<file path="config.mk">
export PLATFORM = sky130hd
export DESIGN_NAME = assembly_multi
export DESIGN_NICKNAME = d
export VERILOG_FILES = /design/src/rtl/assembly_multi.sv
export SDC_FILE = /design/constraint.sdc
export NUM_CORES = 1
export LEC_CHECK = 0
export CAP_MARGIN = 5
export CORE_MARGIN = 2
export CORE_UTILIZATION = 48
export CTS_CLUSTER_DIAMETER = 50
export CTS_CLUSTER_SIZE = 20
export DETAILED_ROUTE_END_ITERATION = 10
export HOLD_SLACK_MARGIN = 0.08
export PLACE_DENSITY_LB_ADDON = 0.25
export SYNTH_ARGS = -nofsm -noshare
export SYNTH_HDL_FRONTEND = slang
export SYNTH_SLANG_ARGS = --single-unit
</file>
<file path="constraint.sdc">
create_clock -name i_clk -period 2.9 [get_ports i_clk]
set_input_delay 0.29 -clock i_clk [delete_from_list [all_inputs] [get_ports i_clk]]
set_output_delay 0.29 -clock i_clk [all_outputs]
set_load 0.03 [all_outputs]
</file>
<file path="src/rtl/assembly_multi.sv">
// assembly_multi: decodes three one-hot symbol lines (head / zero / one),
// SYM_LEN cycles per symbol, into DATA_W-bit packages. Runs longer than one
// symbol split into several symbols; partial runs are dropped. Frames abort
// on illegal cycles and on timeout, and resync on an unexpected head.
module assembly_multi #(
    parameter int DATA_W  = 28,
    parameter int SYM_LEN = 2,
    parameter int TIMEOUT = 16,
    parameter int ERR_W   = 8
) (
    input  logic              i_clk,
    input  logic              i_rst_n,
    input  logic              i_ena,
    input  logic              i_zero,
    input  logic              i_one,
    input  logic              i_head,
    output logic [DATA_W-1:0] o_package,
    output logic              o_ready,
    output logic              o_err,
    output logic [1:0]        o_err_code,
    output logic [ERR_W-1:0]  o_err_cnt,
    output logic              o_busy
);
    localparam int BC_W = $clog2(DATA_W + 1);
    localparam int TO_W = $clog2(TIMEOUT + 1);
    localparam logic [3:0] SL = 4'(SYM_LEN);

    // line index: 0 = zero, 1 = one, 2 = head
    typedef enum logic {S_IDLE, S_COLLECT} state_t;

    state_t            r_state;
    logic [2:0]        r_s1;
    logic [2:0][3:0]   r_run;
    logic [DATA_W-1:0] r_shift;
    logic [BC_W-1:0]   r_bitcnt;
    logic [TO_W-1:0]   r_tcnt;
    logic [DATA_W-1:0] r_package;
    logic              r_ready;
    logic              r_err;
    logic [1:0]        r_err_code;
    logic [ERR_W-1:0]  r_err_cnt;

    logic              w_illegal;
    logic [2:0]        w_solo;
    logic [2:0]        w_stb;
    logic [2:0][3:0]   w_run_nxt;
    logic              w_data;
    logic [DATA_W-1:0] w_shift_nxt;
    logic [TO_W-1:0]   w_tcnt_inc;
    logic              w_err;
    logic [1:0]        w_err_code;

    // Symbol recognition on the registered line values
    always_comb begin
        w_illegal = (r_s1[0] & r_s1[1]) | (r_s1[0] & r_s1[2]) | (r_s1[1] & r_s1[2]);
        // with at most one line high, "line alone" is just the line itself
        w_solo    = w_illegal ? 3'b000 : r_s1;
        w_stb     = 3'b000;
        w_run_nxt = '0;
        for (int l = 0; l < 3; l++) begin
            if (w_solo[l]) begin
                if (r_run[l] + 4'd1 == SL) w_stb[l] = 1'b1;
                else                       w_run_nxt[l] = r_run[l] + 4'd1;
            end
        end
        w_data      = w_stb[0] | w_stb[1];
        w_shift_nxt = (r_shift << 1) | DATA_W'(w_stb[1]);
        w_tcnt_inc  = r_tcnt + 1'b1;
    end

    // Error cause for this cycle, ordered illegal > head > data > timeout
    always_comb begin
        w_err      = 1'b0;
        w_err_code = 2'd0;
        if (r_state == S_COLLECT) begin
            if (w_illegal) begin
                w_err = 1'b1; w_err_code = 2'd1;
            end else if (w_stb[2]) begin
                w_err = 1'b1; w_err_code = 2'd2;
            end else if (!w_data && w_tcnt_inc == TO_W'(TIMEOUT)) begin
                w_err = 1'b1; w_err_code = 2'd3;
            end
        end
    end

    // Input register and run counters, frozen while disabled
    always_ff @(posedge i_clk or negedge i_rst_n) begin
        if (!i_rst_n) begin
            r_s1  <= '0;
            r_run <= '0;
        end else if (i_ena) begin
            r_s1  <= {i_head, i_one, i_zero};
            r_run <= w_run_nxt;
        end
    end

    // Frame FSM with registered ready/error pulses
    always_ff @(posedge i_clk or negedge i_rst_n) begin
        if (!i_rst_n) begin
            r_state    <= S_IDLE;
            r_shift    <= '0;
            r_bitcnt   <= '0;
            r_tcnt     <= '0;
            r_package  <= '0;
            r_ready    <= 1'b0;
            r_err      <= 1'b0;
            r_err_code <= 2'd0;
        end else begin
            r_ready <= 1'b0;
            r_err   <= 1'b0;
            if (i_ena) begin
                if (w_err) begin
                    r_err      <= 1'b1;
                    r_err_code <= w_err_code;
                end
                case (r_state)
                    S_IDLE: begin
                        if (w_stb[2]) begin
                            r_state  <= S_COLLECT;
                            r_shift  <= '0;
                            r_bitcnt <= '0;
                            r_tcnt   <= '0;
                        end
                    end
                    S_COLLECT: begin
                        if (w_illegal) begin
                            r_state <= S_IDLE;
                        end else if (w_stb[2]) begin
                            // resync: restart the frame on the new head
                            r_shift  <= '0;
                            r_bitcnt <= '0;
                            r_tcnt   <= '0;
                        end else if (w_data) begin
                            r_shift <= w_shift_nxt;
                            r_tcnt  <= '0;
                            if (r_bitcnt == BC_W'(DATA_W - 1)) begin
                                r_package <= w_shift_nxt;
                                r_ready   <= 1'b1;
                                r_bitcnt  <= '0;
                                r_state   <= S_IDLE;
                            end else begin
                                r_bitcnt <= r_bitcnt + 1'b1;
                            end
                        end else if (w_err) begin
                            r_state <= S_IDLE;
                        end else begin
                            r_tcnt <= w_tcnt_inc;
                        end
                    end
                    default: r_state <= S_IDLE;
                endcase
            end
        end
    end

    // Saturating count of error pulses
    always_ff @(posedge i_clk or negedge i_rst_n) begin
        if (!i_rst_n)                                    r_err_cnt <= '0;
        else if (i_ena && w_err && r_err_cnt != '1)     r_err_cnt <= r_err_cnt + 1'b1;
    end

    assign o_package  = r_package;
    assign o_ready    = r_ready;
    assign o_err      = r_err;
    assign o_err_code = r_err_code;
    assign o_err_cnt  = r_err_cnt;
    assign o_busy     = (r_state == S_COLLECT);
endmodule

</file>
==> results of run 1 <==
per-stage QoR:
step / cell area [sq um] / std cells
after CTS: 5031 / 510
after global routing: 5031 / 510
final: 5031 / 510
after detailed placement: 4806 / 493
after floorplan: 4224 / 345
after global placement: 4806 / 493
cells in the final DEF (no fill, tap or decap), drive strengths merged, types with 2 or more instances in the layout:
cell,netlist,routed
nand4,5,5
xnor2,6,6
clkbuf,4,9
nor3b,3,3
nand3,21,21
and3,2,2
clkdlybuf4s50,0,45
a41o,3,3
nand2,21,21
o22ai,3,3
nand3b,3,3
buf,8,7
o32ai,2,2
nor3,5,5
inv,13,16
a21bo,3,3
o31ai,4,4
dfrtp,93,93
o21ai,24,24
nor2b,5,5
ha,10,10
nor2,16,16
a21oi,8,8
mux2,32,32
a41oi,2,2
and2,5,5
clkinv,0,2
a31oi,2,2
a22o,26,26
cell type report:
cell class / instances / area share [%]
well taps: 108 / 2.686
clock inverters: 7 / 1.815
flip-flops and latches: 93 / 46.26
clock buffers: 9 / 2.462
repair buffers: 53 / 10.69
multi-input cells: 227 / 35.12
inverters: 13 / 0.9699
state kept, by name (all words and copies together), names as in the netlist:
signal and count:
o_err_code 2, o_err_cnt 8, r_s1 3, o_err 1
r_tcnt 5, o_busy 1, o_package 28, r_run 12
r_bitcnt 5, o_ready 1, r_shift 27
power by group through the flow:
stage	Sequential, mW	Combinational, mW	Clock (mW)
2_1_floorplan	1.54	0.207	0
3_3_place_gp	1.50	0.403	0
3_5_place_dp	1.51	0.413	0
4_1_cts	1.49	0.417	0.946
5_1_grt	1.50	0.456	1.01
6_report	1.49	0.411	0.914
layer usage:
metal | vias to the layer above | GRT usage (%)
met4 | 0 | 4.701
li1 | 1373 | -
met3 | 6 | 4.223
met5 | - | 0
met1 | 1426 | 23.42
met2 | 53 | 27.96
critical path, delay by kind of cell (launching register included):
| kind | cells | cell delay [ns] |
|---|---|---|
| AOI/OAI and AO/OA | 1 | 0.16 |
| DFF | 1 | 0.45 |
| buffers and inverters | 1 | 0.22 |
| and+or+nand+nor | 4 | 0.87 |
| muxes | 1 | 0.36 |
| adders and majority gates | 1 | 0.27 |
path summary, 6_finish.rpt:
check / startpoint / cells past startpoint / end / slack, ns
min in group asynchronous: i_rst_n / 2 / o_package[25]$_DFFE_PN0P_ / 0.55
min: o_err_cnt[5]$_DFFE_PN0P_ / 1 / o_err_cnt[5]$_DFFE_PN0P_ / 0.50
max reg2reg: r_run[4]$_DFFE_PN0P_ / 8 / o_package[4]$_DFFE_PN0P_ / 0.44
max: r_run[4]$_DFFE_PN0P_ / 8 / o_package[4]$_DFFE_PN0P_ / 0.44
max in group asynchronous: i_rst_n / 3 / o_package[3]$_DFFE_PN0P_ / 1.69
min reg2reg: o_err_cnt[5]$_DFFE_PN0P_ / 1 / o_err_cnt[5]$_DFFE_PN0P_ / 0.50
cell families after synthesis:
logic type | after synthesis
flops | 93
xor+xnor | 7
mux | 33
buf+inv | 25
simple gates | 92
fa+ha+maj | 10
compound gates | 85
==> run_results.csv, run 1 <==
group,metric,value,unit
critical_path,critPathMaxFanout,28,
sta,setup_viol,0,
final_layout,multi_input_area,0.001767,sq mm
routing,dr_wl_met3,248,um
sta,worst_slew_pin_slew,0.7970,ns
clock_network,post_cts_buffers,0,
yosys,syn_area,0.004224,sq mm
yosys,synth_common_cells,"dfrtp_1 (93), a22o_1 (26), nand2_1 (21)",
floorplan,fp-row-count,34,
routing,top_layer_used,"met4",
sta,fin_crit_sh,84.80,%
routing,vias_per_cell,5.604,
yosys,synth_cell_types,53,
yosys,synth-edff-count,0,
yosys,synthMuxAreaShare,10.46,%
global_route,grt_overflow,0,
place,place_hpwl,5.262,mm
yosys,synth_top_cell_area_share,55.09,%
global_route,grt_pass1_vias,2774,
sta,period_needed,2.459,ns
clock_network,cts_max_level,3,
routing,wl_met1,3.639,mm
critical_path,cp-end-kind,"flip-flop",
floorplan,start_util,48.91,%
floorplan,die_area,0.009567,sq mm
yosys,ys_ff_latch,93,
power_and_ir_drop,comb_power_share,14.6,%
power_and_ir_drop,p_sw,0.8519,mW
power_and_ir_drop,vdd_drop_max,0.0003508,V
yosys,synthAdderAreaFrac,2.962,%
clock_network,ctsHoldBuffers,1,
yosys,synth-compound-area-share,14.90,%
routing,drt_iter0_markers,135,
clock_network,cts_max_path_buffers,2,
clock_network,numCtsBuffers,9,
sta,relSlewSlack,46.87,%
yosys,synth-main-ff-cell,"dfrtp_1",
clock_network,clock-sinks,93,
sta,finClkSkew,0.01117,ns
floorplan,die_y,97.81,um
yosys,synth.net_count,361,
power_and_ir_drop,p_seq_share,52.9,%
clock_network,cts_root_buf,"clkbuf_8",
floorplan,die_x,97.81,um
yosys,synth_most_common_cell,"dfrtp_1",
yosys,synth_simple_gate_area_share,12.06,%
routing,dr_wl_met2,3.836,mm
critical_path,max_stage_delay,0.45,ns
power_and_ir_drop,power_density,559.3,mW/mm^2
sta,report.final.slew_viol_count,0,
routing,drt_first_pass_iters,4,
power_and_ir_drop,sw_frac_of_total,30.28,%
final_layout,antenna_cells,0,
yosys,synthCells,345,
worst_hold_path,hold_path_class,"flip-flop to flip-flop",
final_layout,fillCellCount,697,
yosys,synth_top_family_by_area,"compound AO/OA/AOI/OAI gates",
sta,whs,0.5025,ns
critical_path,critPathSlowestCell,"dfrtp_1",
clock_network,clkSlewWorstSetupHoldPaths,0.10,ns
final_layout,fin_util,58.26,%
power_and_ir_drop,p_int,1.962,mW
place,gp_congestion,0.9313,
sta,clock.fmax,406.7,MHz
routing,vias,2858,
clock_network,cts_tree,"yes",
flow_run,maxCapViolCount,0,
power_and_ir_drop,total_leakage_power,2.242,nW
final_layout,syn_to_final_growth,19.11,%
sta,setup_ws,0.4409,ns
final_layout,drive_above_1_share,15.67,%
yosys,synth.area.top_cells,"dfrtp_1 (55%), mux2_4 (6.8%), a22o_1 (5.4%)",
critical_path,crit_required,3.14,ns
power_and_ir_drop,power_frac_clock,32.5,%
power_and_ir_drop,total_power,2.814,mW
clock_network,clk_latency,0.35,ns
run_status,outcome,"finished, final reports clean",
critical_path,start_kind,"flip-flop",
yosys,ys_async_sr_fraction,100.0,%
sta,rsz0062_at_grt,"no",
final_layout,layout.nets,413,
global_route,antenna_found_initial,0,
yosys,synthXorXnorAreaFrac,1.451,%
critical_path,path_cells,"ha_1 -> nor3_1 -> a41o_1 -> nand3_2 -> and2_1 -> nor2_8 -> buf_12 -> mux2_2",
place,dp_slack,0.4293,ns
yosys,syn_area_per_cell,12.24,sq um
critical_path,worst-setup-path-type,"flip-flop to flip-flop",
sta,hold_viol_final,0,
global_route,grt_max_degree,63,
yosys,ys_seq_area_share,55.09,%
place,io_buffers,46,
sta,setup_tns,0,ns
yosys,ys_warn_count,0,
routing,ant_nets,0,
global_route,grt_pass1_wl,13.46,mm
critical_path,cp.arrival,2.70,ns
global_route,track_usage,17.22,%
floorplan,ioPinCount,47,
routing,routed_wl,7.796,mm
routing,wl_per_cell,15.29,um
clock_network,cts_resized,0,
final_layout,ff_latch_area,0.002327,sq mm
floorplan,coreArea,0.008636,sq mm
yosys,yosysTopAreaCell,"dfrtp_1",
routing,drcViolationCount,0,
(Power assumes the default switching activity.)
==> run 2: changes to the inputs <==
==> constraint.sdc (replaced) <==
create_clock -name i_clk -period 2.35 [get_ports i_clk]
set_input_delay 0.235 -clock i_clk [delete_from_list [all_inputs] [get_ports i_clk]]
set_output_delay 0.235 -clock i_clk [all_outputs]
set_load 0.03 [all_outputs]
==> run 2 against run 1 <==
Net effect:
- cell area grew 1.5%
- sequential share of layout area shrank 0.67 points
- cell count grew 1.6%
- via count grew 0.73%
- clock skew shrank 0.00052 ns
- critical endpoint is now o_package[5]$_DFFE_PN0P_
==> run_results.csv, run 2 (synthesis gave the netlist of run 1 again) <==
group,metric,value,unit
run_status,outcome,"finished, final reports clean",
clock_network,clk_latency,0.36,ns
floorplan,die_y,97.81,um
routing,drt_iter0_markers,105,
critical_path,cp.arrival,2.48,ns
place,gp_congestion,0.7634,
final_layout,drive_above_1_share,18.54,%
place,io_buffers,46,
critical_path,critPathMaxFanout,15,
final_layout,largest_reg_flops,28,
power_and_ir_drop,vdd_drop_max,0.0003910,V
worst_hold_path,hold_path_class,"input pin to asynchronous set/reset pin",
sta,fin_crit_sh,94.82,%
sta,setup_ws,0.1218,ns
final_layout,antenna_cells,0,
sta,report.final.slew_viol_count,0,
power_and_ir_drop,power_frac_clock,30.3,%
sta,finClkSkew,0.01065,ns
sta,period_needed,2.228,ns
routing,vias_per_cell,5.558,
routing,routed_wl,7.977,mm
flow_run,maxCapViolCount,0,
final_layout,design_area,0.005107,sq mm
power_and_ir_drop,p_sw,1.051,mW
floorplan,start_util,48.91,%
routing,wl_per_cell,15.40,um
clock_network,cts_tree,"yes",
sta,worst_slew_pin_slew,0.5270,ns
critical_path,start_kind,"flip-flop",
clock_network,clkSlewWorstSetupHoldPaths,0.10,ns
clock_network,cts_max_path_buffers,2,
floorplan,ioPinCount,47,
power_and_ir_drop,power_density,660.9,mW/mm^2
global_route,track_usage,17.76,%
power_and_ir_drop,p_seq_share,54.1,%
place,dp_slack,0.09704,ns
critical_path,worst-setup-path-type,"flip-flop to flip-flop",
final_layout,final_cell_mix,"dfrtp_1 (92), clkdlybuf4s50_1 (45), a22o_1 (26), nand2_1 (21), o21ai_0 (20)",
floorplan,die_area,0.009567,sq mm
routing,vias,2879,
floorplan,die_x,97.81,um
final_layout,fillCellCount,704,
power_and_ir_drop,p_int,2.324,mW
routing,ant_nets,0,
sta,clock.fmax,448.8,MHz
place,placed_area,0.004878,sq mm
clock_network,clock-sinks,93,
power_and_ir_drop,comb_power_share,15.6,%
clock_network,post_cts_buffers,0,
global_route,grt_overflow,0,
global_route,grt_pass1_wl,13.87,mm
power_and_ir_drop,total_leakage_power,2.273,nW
clock_network,numCtsBuffers,9,
power_and_ir_drop,sw_frac_of_total,31.14,%
final_layout,syn_to_final_growth,20.91,%
sta,hold_viol_final,0,
final_layout,fin_util,59.14,%
final_layout,layout_commonest_cell,"dfrtp_1",
floorplan,coreArea,0.008636,sq mm
routing,drt_first_pass_iters,4,
sta,setup_viol,0,
critical_path,crit_required,2.60,ns
global_route,grt_pass1_vias,2841,
sta,relSlewSlack,64.63,%
clock_network,cts_root_buf,"clkbuf_8",
clock_network,cts_max_level,3,
global_route,antenna_found_initial,0,
global_route,grt_max_degree,41,
place,place_hpwl,5.636,mm
critical_path,cp-end-kind,"flip-flop",
final_layout,layout.nets,421,
sta,setup_tns,0,ns
routing,drcViolationCount,0,
floorplan,fp-row-count,34,
## run 2: final cells by class
cell class	instances	area [sq um]	area share (%)
Multi-Input combinational cell	227	1797	35.18
Timing Repair Buffer	61	610.6	11.95
Clock inverter	7	63.81	1.249
Clock buffer	9	123.9	2.425
Sequential cell	93	2328	45.59
Tap cell	108	135.1	2.646
Inverter	13	48.80	0.9554
## run 2: metal layers
layer  part of all wire [%]  wire (um)  up-vias  global-route usage, %
met5                      0          0        -                      0
met4                    1.5        123        0                  6.624
met3                    2.7        216       11                  2.863
met2                     48       3836       48                  28.28
met1                     48       3800     1437                  24.85
li1                       -          -     1383                      -
## run 2: final timing paths
check	start	end	slack (ns)	depth (start not counted)
max in group asynchronous	i_rst_n	r_run[0]$_DFFE_PN0P_	1.30	3
setup / recovery	r_run[0]$_DFFE_PN0P_	o_package[5]$_DFFE_PN0P_	0.12	8
setup reg to reg	r_run[0]$_DFFE_PN0P_	o_package[5]$_DFFE_PN0P_	0.12	8
min in group i_clk	i_head	r_s1[2]$_DFFE_PN0P_	0.48	2
hold / removal	i_rst_n	o_package[16]$_DFFE_PN0P_	0.39	2
hold reg to reg	o_err_cnt[4]$_DFFE_PN0P_	o_err_cnt[4]$_DFFE_PN0P_	0.50	1
## run 2: critical path, stage by stage, from the launching register on
cell     delay [ns]
dfrtp_2        0.46
ha_1           0.25
nor3_1         0.19
a41o_1         0.19
nand3_4        0.12
and2_2         0.25
nor2_8         0.15
buf_12         0.17
mux2_2         0.34
## run 2: power by group through the flow
stage | Combinational [mW] | Sequential (mW) | Clock, mW
after detailed placement | 0.526 | 1.85 | 0
after global placement | 0.512 | 1.85 | 0
final | 0.528 | 1.83 | 1.02
after floorplan | 0.256 | 1.90 | 0
after global routing | 0.584 | 1.85 | 1.13
after CTS | 0.529 | 1.82 | 1.06
## run 2: metrics by stage
step | instances | hold WS [ns] | power (mW)
after detailed placement | 501 | 0.2409 | 2.379
after CTS | 518 | 0.3953 | 3.412
after global placement | 501 | 0.2366 | 2.363
final | 518 | 0.3863 | 3.376
after floorplan | 345 | -0.06059 | 2.156
after global routing | 518 | 0.4253 | 3.557
## run 2: timing repair
item | in CTS | in global routing
gates resized for setup | 0 | 7
endpoints found under the setup margin | 0 | 57
hold endpoints to repair | 37 | 0
hold buffers | 1 | 0
